## src/rtl/seq_div.sv

```systemverilog
// Signed restoring divider: quotient truncates toward zero, remainder takes the dividend's sign.
// Ports: clk, rst (async active-low), start/dividend/divisor in; busy, done, q, r, dz out.
module seq_div #(
  parameter int Nb = 2,
  parameter int n  = 2**Nb
) (
  input  logic         clk,
  input  logic         rst,
  input  logic         start,
  input  logic [n-1:0] dividend,
  input  logic [n-1:0] divisor,
  output logic         busy,
  output logic         done,
  output logic [n-1:0] q,
  output logic [n-1:0] r,
  output logic         dz
);

  typedef enum logic [1:0] {
    IDLE = 2'd0,
    CALC = 2'd1,
    FIX  = 2'd2
  } state_t;

  state_t state_q, state_d;

  logic [n-1:0]  a_q;
  logic [n-1:0]  b_q;
  logic [n:0]    p_q;
  logic          sa_q, sb_q;
  logic [Nb-1:0] cnt_q;
  logic          done_q;
  logic [n-1:0]  q_q, r_q;
  logic          dz_q;

  logic ld, step, fin;

  logic [n:0]   p_sh;
  logic [n+1:0] diff;
  logic         neg;
  logic [n-1:0] mag_a, mag_b;
  logic [n-1:0] q_fix, r_fix;

  // a_q holds the dividend magnitude and fills with quotient bits
  assign p_sh  = {p_q[n-1:0], a_q[n-1]};
  assign diff  = {1'b0, p_sh} - {2'b00, b_q};
  assign neg   = diff[n+1];

  // -2**(n-1) maps to unsigned 2**(n-1)
  assign mag_a = dividend[n-1] ? {n{1'b0}} - dividend : dividend;
  assign mag_b = divisor[n-1]  ? {n{1'b0}} - divisor  : divisor;

  assign q_fix = (sa_q ^ sb_q) ? {n{1'b0}} - a_q : a_q;
  assign r_fix = sa_q ? {n{1'b0}} - p_q[n-1:0] : p_q[n-1:0];

  always_ff @(posedge clk or negedge rst) begin
    if (!rst) state_q <= IDLE;
    else      state_q <= state_d;
  end

  always_comb begin
    state_d = state_q;
    unique case (state_q)
      IDLE:    if (start) state_d = CALC;
      CALC:    if (cnt_q == '0) state_d = FIX;
      FIX:     state_d = IDLE;
      default: state_d = IDLE;
    endcase
  end

  always_comb begin
    busy = (state_q != IDLE);
    ld   = (state_q == IDLE) && start;
    step = (state_q == CALC);
    fin  = (state_q == FIX);
  end

  always_ff @(posedge clk or negedge rst) begin
    if (!rst) begin
      a_q    <= '0;
      b_q    <= '0;
      p_q    <= '0;
      sa_q   <= 1'b0;
      sb_q   <= 1'b0;
      cnt_q  <= '0;
      done_q <= 1'b0;
      q_q    <= '0;
      r_q    <= '0;
      dz_q   <= 1'b0;
    end else begin
      done_q <= 1'b0;
      if (ld) begin
        a_q   <= mag_a;
        b_q   <= mag_b;
        p_q   <= '0;
        sa_q  <= dividend[n-1];
        sb_q  <= divisor[n-1];
        cnt_q <= Nb'(n-1);
      end
      if (step) begin
        a_q   <= {a_q[n-2:0], ~neg};
        p_q   <= neg ? p_sh : diff[n:0];
        cnt_q <= cnt_q - Nb'(1);
      end
      if (fin) begin
        done_q <= 1'b1;
        dz_q   <= (b_q == '0);
        // zero divisor: all-ones quotient, remainder is the dividend
        q_q    <= (b_q == '0) ? '1 : q_fix;
        r_q    <= r_fix;
      end
    end
  end

  assign done = done_q;
  assign q    = q_q;
  assign r    = r_q;
  assign dz   = dz_q;

endmodule

```

## config.mk

```make
export PLATFORM = sky130hd
export DESIGN_NAME = seq_div
export DESIGN_NICKNAME = d
export VERILOG_FILES = /design/src/rtl/seq_div.sv
export SDC_FILE = /design/constraint.sdc
export NUM_CORES = 1
export LEC_CHECK = 0
export BUFFER_PORTS_ARGS = -buffer_cell sky130_fd_sc_hd__buf_4
export CORE_AREA = 2 2 59 56
export CTS_BUF_LIST = sky130_fd_sc_hd__clkbuf_2
export CTS_CLUSTER_DIAMETER = 150
export DETAILED_ROUTE_END_ITERATION = 7
export DIE_AREA = 0 0 61 58
export PLACE_DENSITY = 0.71
export SLEW_MARGIN = 10
export SYNTH_ARGS = -nofsm -noshare
export SYNTH_HDL_FRONTEND = slang
export SYNTH_SLANG_ARGS = --single-unit
export TNS_END_PERCENT = 10
```

## constraint.sdc

```tcl
create_clock -name clk -period 1.8 [get_ports clk]
set_input_delay 0.36 -clock clk [delete_from_list [all_inputs] [get_ports clk]]
set_output_delay 0.36 -clock clk [all_outputs]
set_load 0.02 [all_outputs]
```

==> run summary <==
The port buffer count was 21. The tree is rooted in a sky130_fd_sc_hd__clkbuf_2. For the worst ir drop on vdd, the log shows 808 uV. Global routing consumed, over all layers together, 18.4% of the routing resources. The most critical setup path has its startpoint at a_q[3].

After detailed routing, the number of remaining DRC violations is 0. The tools report the end of the worst register-to-register path as p_q[2]. The most numerous cell type found on the critical path is sky130_fd_sc_hd__inv_1.

After the last flow step, the layout net total stands at 203. The total nets after synthesis was 178. For the total count of max-transition violations in the final report, the log shows 0. In this run the most used layer during global routing was met2.

After clock tree synthesis, the clock-pin slew on the worst setup and hold paths is 260 ps. The maximum net fanout on the critical path was 3; the pin count of the biggest net entering global routing was 29. Summed over all layers, the global routing overflow is 0.

For this run, the number of Yosys warnings is 0. Detailed placement finished with a half-perimeter wire length of 2.16 mm. The portion of synthesized cell area occupied by the leading cell type was 46.2%; the buffer levels on the longest clock path was 2.

In this run the cell area of the synthesized design comes to 1520 um^2. Once routing completed, OpenROAD measured the worst setup slack at 157 ps. TritonCTS built the clock tree. The clock period could shrink to 1640 ps. The die span in y is 58 um, and the clock latency on the worst-skew pair is 380 ps. The run finished with clean final reports. In this run, the number of DRC markers left after iteration 0 of detailed routing was 24.

For the pin with the worst max-slew slack, the measured transition is 529 ps. After detailed placement, the total cell area comes to 1710 um^2. The logs give 1930 ps for the arrival time reported for the critical path endpoint and 22 for the I/O pin count. The share of the clock period used by the worst path was 91.3%; the critical path's largest stage delay was 470 ps.

For the number of antenna violations at the first check in global routing, the log shows 0. Static timing analysis puts the maximum clock frequency at 609 MHz. Number of cell instances on the worst register-to-register path: 7. In this run the core area contains 19 standard-cell rows.

Sorting the synthesized cells by area gives the leading types as sky130_fd_sc_hd__dfrtp_1 (46%), sky130_fd_sc_hd__ha_1 (7.4%), sky130_fd_sc_hd__inv_1 (4.5%). The final antenna diode count came out at 0. Setup repair after global routing left no endpoint under its margin. The design draws 3.18 mW. Synthesis handed over a netlist of 157 instances.

The layout filler cell count was 265. By count the netlist is led by sky130_fd_sc_hd__dfrtp_1 (28), sky130_fd_sc_hd__inv_1 (18), sky130_fd_sc_hd__nand2_1 (16). The ratio of cells with drive above 1 in the final layout was 18.2%; the count of flip-flops with a built-in enable after synthesis was 0.

A synthesized cell averages 9.67 um^2. The area growth from synthesis to layout is 14.7%. The type of the tightest min-delay check was in -> reg.

The hold violation total from the final report is 0, and the post-synthesis cell type count is 37. For this run, the register share of the synthesized area comes to 46.2%. Dividing the detail-routed wire length by the instance count gives 12.3 um. The tools report the startpoint of the most critical register-to-register path as a_q[3]. The worst clock skew on the final layout was 3.96 ps.

The classification of the worst setup path is reg -> reg. After routing the design area is 1740 um^2. The tools report the number of gates given a new drive strength after cts as 0.

The max-cap violation count was 0; the initial core utilization was 51.9%. The share of synthesized registers carrying an async set or reset is 100%. The final-layout setup total negative slack is 0 ps, and the number of synthesized register bits is 28. For this design the static power due to leakage is 0.851 nW. Summed over all instances, the cell type with the most area after synthesis is sky130_fd_sc_hd__dfrtp_1. The run gives 1171 as the total via count after detailed routing. Counting every sink on the clock net gives 28.

The logs give 59.5% for the final core utilization and 3 for the number of buffers inserted during clock tree synthesis. The detail route stage leaves a number of antenna-violating nets equal to 0. The die covers 3540 um^2.

STA classifies the critical path endpoint as a flip-flop. The setup fix buffers added after clock tree synthesis was 0; the core area was 2920 um^2. Timing analysis after detailed placement gives a worst setup slack of 195 ps. The logs give 218 for the cell count after placement and 1 for the depth of the CTS H-tree. The cell with the most instances after synthesis was sky130_fd_sc_hd__dfrtp_1.

Slowest stage cell on the critical path: sky130_fd_sc_hd__dfrtp_1. Walking the worst path, the cells encountered are inv_1, ha_1, inv_1, fa_1, xor2_1, nand3_1, o311ai_1. The logs give 1149 for the via count of the first global-routing pass and 2090 ps for the worst endpoint required time. Across all register-to-register paths, the minimum setup slack is 160 ps.

In the global route stage, met1 resource usage came out at 24.5%. Headroom to the max-slew limit came out at 64.4%. The via density per instance is 5.25, and the hold-fix buffer count after cts is 1. The non-filler instance count after layout was 223. The floorplan step set the die width to 61 um.

The tools report the timing endpoint of the critical path as p_q[2]. The routability congestion estimate is 0.849, and the global-route track usage on met3 is 2.68%. Setup violations remaining at the end of the flow were counted as 0. The element type at the critical path start is a flip-flop. Among all flip-flop cells after synthesis, the most frequent one is sky130_fd_sc_hd__dfrtp_1. For this block, the routed nets add up to 2.74 mm of wire. Dividing total power by cell area gives a power density of 1820 nW/um^2. For this run, global-route usage on met2 was measured as 30.7%.

The detailed-routing iteration count for the pre-antenna-repair pass was 4. The final-layout worst hold slack came out at 183 ps. The global-route wire length before repair came out at 4.89 mm.
==> worst min-delay path by stage <==
| stage | start | cells after the start | end |
|---|---|---|---|
| floorplan | rst | 0 | a_q[0] |
| global placement | rst | 1 | r[2] |
| detailed placement | rst | 1 | r[3] |
| CTS | divisor[3] | 3 | sb_q |
| global route | dividend[3] | 3 | sa_q |
| finish | divisor[3] | 3 | sb_q |
==> power breakdown <==
part / internal, mW / switching (mW)
Sequential: 0.919 / 0.247
Combinational: 0.793 / 0.977
Clock: 0.0482 / 0.192
Total: 1.76 / 1.42
==> metal layers <==
layer | vias to the layer above | wire length (um)
li1 | 576 | -
met1 | 563 | 1260
met2 | 26 | 1320
met3 | 6 | 109
met4 | 0 | 41
met5 | - | 0
==> state kept, by name, summed over array words and instances (netlist names), 2 cells and up <==
name / count
a_q: 4
b_q: 4
p_q: 4
q: 4
r: 4
cnt_q: 2
state_q: 2
==> logic make-up after synthesis <==
family	after synthesis	share of synthesized area, %
flip-flops	28	46.2
AO/OA/AOI/OAI	31	13.2
adder cells (fa/ha/maj)	10	8.74
multiplexers	4	2.64
buffers and inverters	22	6.26
XOR/XNOR	8	4.62
AND/OR/NAND/NOR	54	18.4
==> cell type report <==
| type | instances | area [um^2] | share of cell area (%) |
|---|---|---|---|
| Clock inverter | 1 | 3.75 | 0.216 |
| Sequential cell | 28 | 701 | 40.3 |
| Timing Repair Buffer | 23 | 175 | 10.1 |
| Tap cell | 42 | 52.6 | 3.02 |
| Multi-Input combinational cell | 107 | 722 | 41.5 |
| Inverter | 19 | 71.3 | 4.10 |
| Clock buffer | 3 | 15.0 | 0.863 |
==> critical path, delay by kind of cell (launching register included) <==
| family | cells | cell delay [ps] |
|---|---|---|
| buffers and inverters | 2 | 150 |
| AOI/OAI and AO/OA | 1 | 110 |
| and+or+nand+nor | 1 | 90 |
| xor gates and xnor gates | 1 | 170 |
| DFF | 1 | 470 |
| adders and majority gates | 2 | 560 |
==> cell usage in the layout, fill, tap and decap left out, types with 4 or more instances in the layout <==
cell type                  n
sky130_fd_sc_hd__dfrtp_1  28
sky130_fd_sc_hd__nor3_1    4
sky130_fd_sc_hd__xnor2_1   6
sky130_fd_sc_hd__nor2_2    4
sky130_fd_sc_hd__inv_1    18
sky130_fd_sc_hd__o21ai_1   4
sky130_fd_sc_hd__buf_4    22
sky130_fd_sc_hd__mux2i_1   4
sky130_fd_sc_hd__nor2_1   14
sky130_fd_sc_hd__ha_1      9
sky130_fd_sc_hd__nand2_1  16
sky130_fd_sc_hd__a21oi_1   8
sky130_fd_sc_hd__o21ai_0   8
sky130_fd_sc_hd__nor2b_1   4
Note: power is estimated with default switching activity, not from simulation.
